[config.mk]
export PLATFORM = sky130hd
export DESIGN_NAME = dds_voice
export DESIGN_NICKNAME = d
export VERILOG_FILES = /design/src/rtl/dds_pkg.sv /design/src/rtl/sample_fifo.sv /design/src/rtl/dds_voice.sv
export SDC_FILE = /design/constraint.sdc
export NUM_CORES = 1
export LEC_CHECK = 0
export CAP_MARGIN = 30
export CELL_PAD_IN_SITES_DETAIL_PLACEMENT = 0
export CELL_PAD_IN_SITES_GLOBAL_PLACEMENT = 2
export CORE_ASPECT_RATIO = 0.8
export CORE_MARGIN = 2
export CORE_UTILIZATION = 36
export DETAILED_ROUTE_END_ITERATION = 10
export PLACE_DENSITY_LB_ADDON = 0.12
export SLEW_MARGIN = 20
export SYNTH_ARGS = -nofsm -noshare
export SYNTH_HDL_FRONTEND = slang
export SYNTH_SLANG_ARGS = --single-unit
[constraint.sdc]
create_clock -name mclk_i -period 4.1 [get_ports mclk_i]
set_clock_uncertainty 0.2 [all_clocks]
set_input_delay 0.82 -clock mclk_i [delete_from_list [all_inputs] [get_ports mclk_i]]
set_output_delay 0.82 -clock mclk_i [all_outputs]
set_load 0.01 [all_outputs]
[src/rtl/dds_pkg.sv]
// Shared types and constants for the DDS voice.
//   wave_t  : waveform select encoding (matches the wave_sel input)
//   state_t : generator FSM states
//   SAMPLE_MAX / SAMPLE_MIN : signed 16-bit full-scale limits
package dds_pkg;

  typedef enum logic [1:0] {
    WAVE_SQUARE = 2'd0,
    WAVE_SAW    = 2'd1,
    WAVE_TRI    = 2'd2,
    WAVE_SILENT = 2'd3
  } wave_t;

  typedef enum logic [1:0] {
    ST_IDLE = 2'd0,
    ST_CALC = 2'd1,
    ST_PUSH = 2'd2
  } state_t;

  localparam logic signed [15:0] SAMPLE_MAX = 16'sh7FFF;
  localparam logic signed [15:0] SAMPLE_MIN = 16'sh8000;

endpackage

[src/rtl/sample_fifo.sv]
// Synchronous FIFO with a registered head-of-queue output.
//   clk_i, rst_i     : clock, asynchronous active-high reset
//   push_i, wdata_i  : write request/data (ignored when full)
//   ready_i          : downstream accepts data_o this cycle
//   data_o, valid_o  : registered head entry and non-empty flag
//   level_o          : current occupancy (0..DEPTH)
module sample_fifo #(
  parameter int DEPTH = 4,
  parameter int WIDTH = 16,
  parameter int LVL_W = $clog2(DEPTH) + 1
) (
  input  logic             clk_i,
  input  logic             rst_i,
  input  logic             push_i,
  input  logic [WIDTH-1:0] wdata_i,
  input  logic             ready_i,
  output logic [WIDTH-1:0] data_o,
  output logic             valid_o,
  output logic [LVL_W-1:0] level_o
);

  localparam int AW = $clog2(DEPTH);

  logic [WIDTH-1:0] mem_q [DEPTH];
  logic [AW-1:0]    rd_ptr_q, rd_ptr_d, wr_ptr_q, wr_ptr_d;
  logic [LVL_W-1:0] count_q, count_d;
  logic [WIDTH-1:0] data_q, data_d;
  logic             valid_q, valid_d;
  logic             pop, push_ok;

  assign pop     = valid_q & ready_i;
  assign push_ok = push_i & (count_q != LVL_W'(DEPTH));

  always_comb begin
    rd_ptr_d = rd_ptr_q + AW'(pop);
    wr_ptr_d = wr_ptr_q + AW'(push_ok);
    count_d  = count_q + LVL_W'(push_ok) - LVL_W'(pop);
    valid_d  = (count_d != '0);
    data_d   = data_q;
    // The head register is loaded one edge early: if the queue is otherwise
    // empty the incoming word becomes the head, else the entry under the
    // advanced read pointer (already in memory) does. Data holds when empty.
    if (count_d != '0) begin
      if ((count_q - LVL_W'(pop)) == '0) data_d = wdata_i;
      else                               data_d = mem_q[rd_ptr_d];
    end
  end

  always_ff @(posedge clk_i or posedge rst_i) begin
    if (rst_i) begin
      rd_ptr_q <= '0;
      wr_ptr_q <= '0;
      count_q  <= '0;
      data_q   <= '0;
      valid_q  <= 1'b0;
    end else begin
      rd_ptr_q <= rd_ptr_d;
      wr_ptr_q <= wr_ptr_d;
      count_q  <= count_d;
      data_q   <= data_d;
      valid_q  <= valid_d;
    end
  end

  always_ff @(posedge clk_i) begin
    if (push_ok) mem_q[wr_ptr_q] <= wdata_i;
  end

  assign data_o  = data_q;
  assign valid_o = valid_q;
  assign level_o = count_q;

endmodule

[src/rtl/dds_voice.sv]
// Single-voice DDS sample generator feeding a small output FIFO.
//   mclk_i, rst_i          : master clock, asynchronous active-high reset
//   enable_i               : generator runs while high
//   tune_word_i            : phase increment per generated sample
//   wave_sel_i             : 0 square, 1 saw, 2 triangle, 3 silence
//   volume_i               : arithmetic right-shift applied to the sample
//   sample_data_o/valid_o  : registered FIFO head, valid/ready handshake
//   sample_ready_i         : downstream pop
//   fifo_level_o           : FIFO occupancy
// Build option: DDS_TRIANGLE_EN enables the triangle wave; without it
// wave_sel=2 yields silence.
module dds_voice
  import dds_pkg::*;
#(
  parameter int SAMPLE_BITS = 16,
  parameter int PHASE_BITS  = 24,
  parameter int FIFO_DEPTH  = 4,
  parameter int VOLUME_BITS = 4,
  parameter int LVL_W       = $clog2(FIFO_DEPTH) + 1
) (
  input  logic                          mclk_i,
  input  logic                          rst_i,
  input  logic                          enable_i,
  input  logic [PHASE_BITS-1:0]         tune_word_i,
  input  logic [1:0]                    wave_sel_i,
  input  logic [VOLUME_BITS-1:0]        volume_i,
  output logic signed [SAMPLE_BITS-1:0] sample_data_o,
  output logic                          sample_valid_o,
  input  logic                          sample_ready_i,
  output logic [LVL_W-1:0]              fifo_level_o
);

  state_t                        state_q, state_d;
  logic [PHASE_BITS-1:0]         phase_q, tune_q;
  logic signed [SAMPLE_BITS-1:0] sample_q, raw, shaped;
  logic                          push, pop, full_after;
  logic [SAMPLE_BITS-1:0]        fifo_dout;
`ifdef DDS_TRIANGLE_EN
  logic [14:0]                   tri_x;
`endif

  assign push = (state_q == ST_PUSH);
  assign pop  = sample_valid_o & sample_ready_i;
  // A push from PUSH always finds room (CALC was entered below full and
  // nothing was written since), so the level after this edge is level+1-pop.
  assign full_after = (fifo_level_o == LVL_W'(FIFO_DEPTH - 1)) && !pop;

  always_comb begin
    state_d = state_q;
    case (state_q)
      ST_IDLE: if (enable_i && fifo_level_o < LVL_W'(FIFO_DEPTH)) state_d = ST_CALC;
      ST_CALC: state_d = ST_PUSH;
      ST_PUSH: state_d = (enable_i && !full_after) ? ST_CALC : ST_IDLE;
      default: state_d = ST_IDLE;
    endcase
  end

  // Waveform shaping from the current phase, evaluated during CALC.
  always_comb begin
    raw = '0;
`ifdef DDS_TRIANGLE_EN
    tri_x = phase_q[PHASE_BITS-2 -: 15];
    if (phase_q[PHASE_BITS-1]) tri_x = ~tri_x;
`endif
    case (wave_t'(wave_sel_i))
      WAVE_SQUARE: raw = phase_q[PHASE_BITS-1] ? SAMPLE_MIN : SAMPLE_MAX;
      WAVE_SAW:    raw = phase_q[PHASE_BITS-1 -: 16] ^ 16'h8000;
`ifdef DDS_TRIANGLE_EN
      WAVE_TRI:    raw = {tri_x, 1'b0} ^ 16'h8000;
`endif
      default:     raw = '0;
    endcase
    shaped = raw >>> volume_i;
  end

  // wave_sel and volume are consumed into sample_q at CALC, so only the
  // tune word needs its own register to be applied at PUSH.
  always_ff @(posedge mclk_i or posedge rst_i) begin
    if (rst_i) begin
      state_q  <= ST_IDLE;
      phase_q  <= '0;
      tune_q   <= '0;
      sample_q <= '0;
    end else begin
      state_q <= state_d;
      if (state_q == ST_CALC) begin
        sample_q <= shaped;
        tune_q   <= tune_word_i;
      end
      if (push && fifo_level_o != LVL_W'(FIFO_DEPTH)) phase_q <= phase_q + tune_q;
    end
  end

  sample_fifo #(
    .DEPTH (FIFO_DEPTH),
    .WIDTH (SAMPLE_BITS),
    .LVL_W (LVL_W)
  ) u_fifo (
    .clk_i   (mclk_i),
    .rst_i   (rst_i),
    .push_i  (push),
    .wdata_i (sample_q),
    .ready_i (sample_ready_i),
    .data_o  (fifo_dout),
    .valid_o (sample_valid_o),
    .level_o (fifo_level_o)
  );

  assign sample_data_o = $signed(fifo_dout);

endmodule

==> results.ini, run 1 <==
[clock_network]
clk_path_buf_depth = 2
ctsHoldBuffers = 0
clkLatencyLatePin_ps = 420
cts_buffers = 17
post_cts_buffers = 0
cts_max_level = 4
clock-sinks = 154
clk_pin_slew_ps = 60
clockRootBuffer = clkbuf_16
post_cts_resize_count = 0
cts_tree = built

[routing]
drt_iter0_drc = 323
routed_wl_um = 17300
routed.top_layer = met4
wire_per_inst_um = 17.9
via_count = 5012
dr_wl_met2_um = 7540
route.met3.wl_um = 587
antenna_left = 0
met1_length_um = 9080
drtPass1Iterations = 4
vias_per_cell = 5.16
drc = 0

[global_routing]
track_usage = 0.165
grt_max_degree = 67
antenna_found_initial = 0
grt_pass1_vias = 5207
grt_pass1_wl_um = 28800
overflow = 0

[sta]
rsz0062_at_grt = no
setup_tns_ps = 0
setup_viol = 0
fin_crit_sh = 0.777
slew_violations = 0
slew_headroom = 0.470
fmax_mhz = 314
hold_violations = 0
period_needed_ps = 3190
postLayoutSetupSlackWorst_ps = 915
worst-slew-pin-transition_ps = 792

[synthesis]
syn_inst = 634
synth_top_area_frac = 0.291
yosysWarningCount = 0
synth-edff-count = 64
synth.most_common_cell = dfrtp_1
yosysTopAreaCell = dfrtp_1
synth-seq-area-share = 0.540
yosys-top-cells-area = dfrtp_1 29%, edfxtp_1 25%, mux2i_1 6.0%, mux4_2 5.8%, ha_1 4.7%
async_reset_ff_frac = 0.584
syn_nets = 699
synth_common_cells = 90 x dfrtp_1, 74 x nand2_1, 64 x edfxtp_1, 54 x o21ai_1, 46 x mux2i_1
netlist_area_um2 = 7730
syn_area_per_cell_um2 = 12.2
ys.flop_type = dfrtp_1
ys_seq_elements = 154
ys_types = 53

[floorplan]
start_util = 0.370
core_area_um2 = 20900
io_pins = 54
die_h_um = 135
die_w_um = 168
rows = 47
die_area_um2 = 22700

[min_path]
hp-class = reg2reg

[pwr]
finalPower_mw = 8.14
leakagePower_nw = 3.78
irDropWorstVdd_v = 0.000347
p_per_area_nw_per_um2 = 876

[critical_path]
path_buf_inv = 4
endpoint = u_fifo.data_o[6]$_DFFE_PP0P_
crit_family = buffers and inverters
required_ps = 4200
reg2regPathDepth = 13
worstSetupPathDepth = 12
r2r-end = u_fifo.data_o[6]$_DFFE_PP0P_
critPathKind = in2reg
crit_path_start = sample_ready_i
r2r-start = u_fifo.level_o[1]$_DFF_PP0_
crit_arrival_ps = 3280
cpPeakStageDelay_ps = 450
crit_fanout = 33
worstSetupEndpointType = flip-flop
ff2ff_setup_slack_ps = 1180
cp-start-kind = input pin
worstPathCellList = clkdlybuf4s50_1, and2_1, ha_1, inv_1, ha_1, inv_1, fa_1, xnor2_1, xnor2_1, nor3_2, buf_4, o21ai_1
crit_slowest_cell = clkdlybuf4s50_1

[cells_and_area]
antennaDiodeCount = 0
fin_nets = 754
fin_cells = 971
final_layout_size_suffix_gt1_frac = 0.157
area.growth.synth_to_final_pct = 20.3

[placement]
port_buffers = 53
dp_cells = 939
place.gp.congestion = 0.820
hpwl_um = 12400
post-place-ws_ps = 464

[job]
cap_violations = 0

[outcome]
status = finished clean

## registers in the layout, summed over array words and instances, names as in the netlist
| name | cells |
|---|---|
| u_fifo.valid_o | 1 |
| u_fifo.level_o | 3 |
| sample_q | 16 |
| u_fifo.data_o | 16 |
| state_q | 2 |
| u_fifo.mem_q | 64 |
| u_fifo.wr_ptr_q | 2 |
| phase_q | 24 |
| u_fifo.rd_ptr_q | 2 |
| tune_q | 24 |
## metal layers
metal	vias to the layer above	global-route usage
met5	-	0
met4	0	0.0420
met3	12	0.0346
met2	72	0.245
met1	2469	0.245
li1	2459	-
## tightest hold or removal path, stage by stage (launching register included)
cell and delay (ps):
dfrtp_1 340, nand2_1 50, o21ai_1 60
## layout by cell type, fill, tap and decap left out, types with 5 or more instances in the layout
master           netlist  final
a21oi_1               40     40
nor2_1                16     16
xor2_1                14     14
o21ai_0                6      6
edfxtp_1              64     64
clkbuf_16              0     17
xnor2_1               10     10
nand2_1               74     74
nand4_1                7      7
inv_1                 13     12
nor3_1                 8      6
a211oi_1               7      7
dfrtp_1               90     90
ha_1                  29     29
a21o_1                 7      7
buf_4                  2     11
mux4_2                20     20
clkdlybuf4s50_1        0     53
mux2_2                31     31
nand3_1                5      5
nor2b_1                5      5
mux2i_1               46     46
o21ai_1               54     54
## cell type report
| class | instances | area (um2) |
|---|---|---|
| Fill cell | 1922 | 11600 |
| Sequential cell | 154 | 4170 |
| Multi-Input combinational cell | 432 | 3390 |
| Timing Repair Buffer | 69 | 693 |
| Clock buffer | 18 | 439 |
| Tap cell | 269 | 337 |
| Clock inverter | 14 | 204 |
| Inverter | 15 | 58.8 |
## stage by stage
step	util	instance area [um2]	hold slack [ps]
floorplan	-	7730	222
global placement	0.412	8600	261
detailed placement	0.415	8660	277
CTS	0.445	9300	291
global route	0.445	9300	307
finish	0.445	9300	285
## cell families after synthesis
family / after synthesis / share of synthesized area
muxes: 98 / 0.164
and+or+nand+nor: 138 / 0.0824
adders and majority gates: 31 / 0.0521
buffers and inverters: 48 / 0.0252
AOI/OAI and AO/OA: 141 / 0.109
DFF: 154 / 0.540
xor gates and xnor gates: 24 / 0.0272
## how the worst min path moves through the flow
stage / startpoint / to / slack (ps) / depth (start not counted)
4_1_cts: state_q[0]$_DFFE_PP0P_ / state_q[0]$_DFFE_PP0P_ / 290 / 1
5_1_grt: state_q[0]$_DFFE_PP0P_ / state_q[0]$_DFFE_PP0P_ / 310 / 1
2_1_floorplan: state_q[0]$_DFFE_PP0P_ / state_q[0]$_DFFE_PP0P_ / 220 / 1
6_report: u_fifo.data_o[0]$_DFFE_PP0P_ / u_fifo.data_o[0]$_DFFE_PP0P_ / 290 / 2
3_5_place_dp: u_fifo.data_o[0]$_DFFE_PP0P_ / u_fifo.data_o[0]$_DFFE_PP0P_ / 280 / 2
3_3_place_gp: state_q[0]$_DFFE_PP0P_ / state_q[0]$_DFFE_PP0P_ / 260 / 1
## power breakdown
group          switching (mW)  leakage (nW)  internal [mW]
logic                    2.04          1.78           1.72
clock network           0.698         0.317           1.01
registers               0.445          1.68           2.24
(Power assumes the default switching activity.)
==> run 2, diff against run 1 <==
- clock period: 4.1 -> 3.25 ns (I/O delays scaled with it)
==> results.ini, run 2 (synthesis results as in run 1) <==
[cells_and_area]
layout_common_cells = 90 x dfrtp_1, 74 x nand2_1, 64 x edfxtp_1
final_layout_size_suffix_gt1_frac = 0.160
final_common_cell = dfrtp_1
area.growth.synth_to_final_pct = 19.9
fin_area_um2 = 9270
num-fill-cells = 1905
largest_register_ffs = 64
finish.utilization = 0.444
fin_nets = 758
reg_top3 = u_fifo.mem_q x64, phase_q x24, tune_q x24
regMostFlops = u_fifo.mem_q
antennaDiodeCount = 0
fin_cells = 975

[critical_path]
crit_family = compound AO/OA/AOI/OAI gates
crit_slowest_cell = fa_1
crit_top_cell = o21ai_1
cpPeakStageDelay_ps = 430
worstSetupEndpointType = flip-flop
crit_fanout = 3
required_ps = 3350
critPathKind = reg2reg
worstPathCellList = ha_1, fa_1, a211oi_1, o21bai_1, o21ai_1, nand3_1, a211oi_2, xor2_1, o21ai_1
path_buf_inv = 0
crit_arrival_ps = 3000
cp-start-kind = flip-flop

[sta]
setup_tns_ps = 0
slew_violations = 0
fmax_mhz = 344
hold_violations = 0
fin_crit_sh = 0.894
setup_viol = 0
slew_headroom = 0.543
period_needed_ps = 2900
worst-slew-pin-transition_ps = 683
postLayoutSetupSlackWorst_ps = 345
rsz0062_at_grt = no

[min_path]
hp-class = reg2reg

[placement]
port_buffers = 53
place.gp.congestion = 0.810
place_area_um2 = 8690
dp_cells = 943
post-place-ws_ps = -42.8
hpwl_um = 12000

[floorplan]
die_w_um = 168
io_pins = 54
die_area_um2 = 22700
start_util = 0.370
rows = 47
die_h_um = 135
core_area_um2 = 20900

[global_routing]
overflow = 0
antenna_found_initial = 0
grt_pass1_vias = 5180
grt_max_degree = 50
grt_pass1_wl_um = 27900
track_usage = 0.159

[clock_network]
cts_buffers = 17
clock-sinks = 154
clkLatencyLatePin_ps = 430
ctsHoldBuffers = 0
clk_path_buf_depth = 2
cts_tree = built
cts_max_level = 4
clockRootBuffer = clkbuf_16
clk_pin_slew_ps = 70
post_cts_resize_count = 0
post_cts_buffers = 0

[pwr]
swShare = 0.390
clockPowerShare = 0.192
internal-power_mw = 6.16
p_per_area_nw_per_um2 = 1090
irDropWorstVdd_v = 0.000441
p_seq_frac = 0.334
switching_power_mw = 3.94
comb_power_share = 0.474
leakagePower_nw = 3.76

[routing]
drtPass1Iterations = 4
drt_iter0_drc = 280
routed_wl_um = 16800
vias_per_cell = 5.16
via_count = 5032
drc = 0
antenna_left = 0
wire_per_inst_um = 17.2

[outcome]
status = finished clean

[job]
cap_violations = 0

[run 2: power groups by stage]
stage / Sequential (mW) / Combinational (mW) / Clock, mW
floorplan: 3.27 / 3.49 / 0
global placement: 3.39 / 4.77 / 0
detailed placement: 3.42 / 4.83 / 0
CTS: 3.39 / 4.84 / 1.99
global route: 3.48 / 5.38 / 2.09
finish: 3.37 / 4.78 / 1.94
[run 2: worst register-to-register path, delay by kind of cell, from the launching register on]
kind	cells	cell delay, ps
and+or+nand+nor	1	250
AOI/OAI and AO/OA	5	1100
xor gates and xnor gates	1	190
adders and majority gates	2	660
DFF	1	390
[run 2: area by class of cell]
cell class	instances	area [um2]	share of cell area
tap	269	337	0.0363
inverter	15	58.8	0.00634
timing repair buffer	73	743	0.0802
multi-input combinational	432	3380	0.365
clock buffer	19	443	0.0478
clock inverter	13	133	0.0143
sequential	154	4170	0.450
[run 2: per-layer routing]
metal / share of wire / global-route usage
met1: 0.51 / 0.222
met4: 0.0071 / 0.0348
met5: 0 / 0
met3: 0.024 / 0.0390
met2: 0.45 / 0.253
[run 2: worst paths after layout]
kind,start,to,slack (ps),cells after the start
max,phase_q[0]$_DFFE_PP0P_,phase_q[18]$_DFFE_PP0P_,350,9
min,state_q[0]$_DFFE_PP0P_,state_q[0]$_DFFE_PP0P_,280,1
max reg2reg,phase_q[0]$_DFFE_PP0P_,phase_q[18]$_DFFE_PP0P_,350,9
min reg2reg,state_q[0]$_DFFE_PP0P_,state_q[0]$_DFFE_PP0P_,280,1
max in group asynchronous,rst_i,tune_q[22]$_DFFE_PP0N_,1740,3
min in group asynchronous,rst_i,tune_q[1]$_DFFE_PP0N_,430,2
[run 2: through the flow]
stage,hold WS (ps),power [mW]
after CTS,281,10.2
after global placement,261,8.17
after global routing,309,10.9
after detailed placement,268,8.25
final,279,10.1
after floorplan,222,6.77
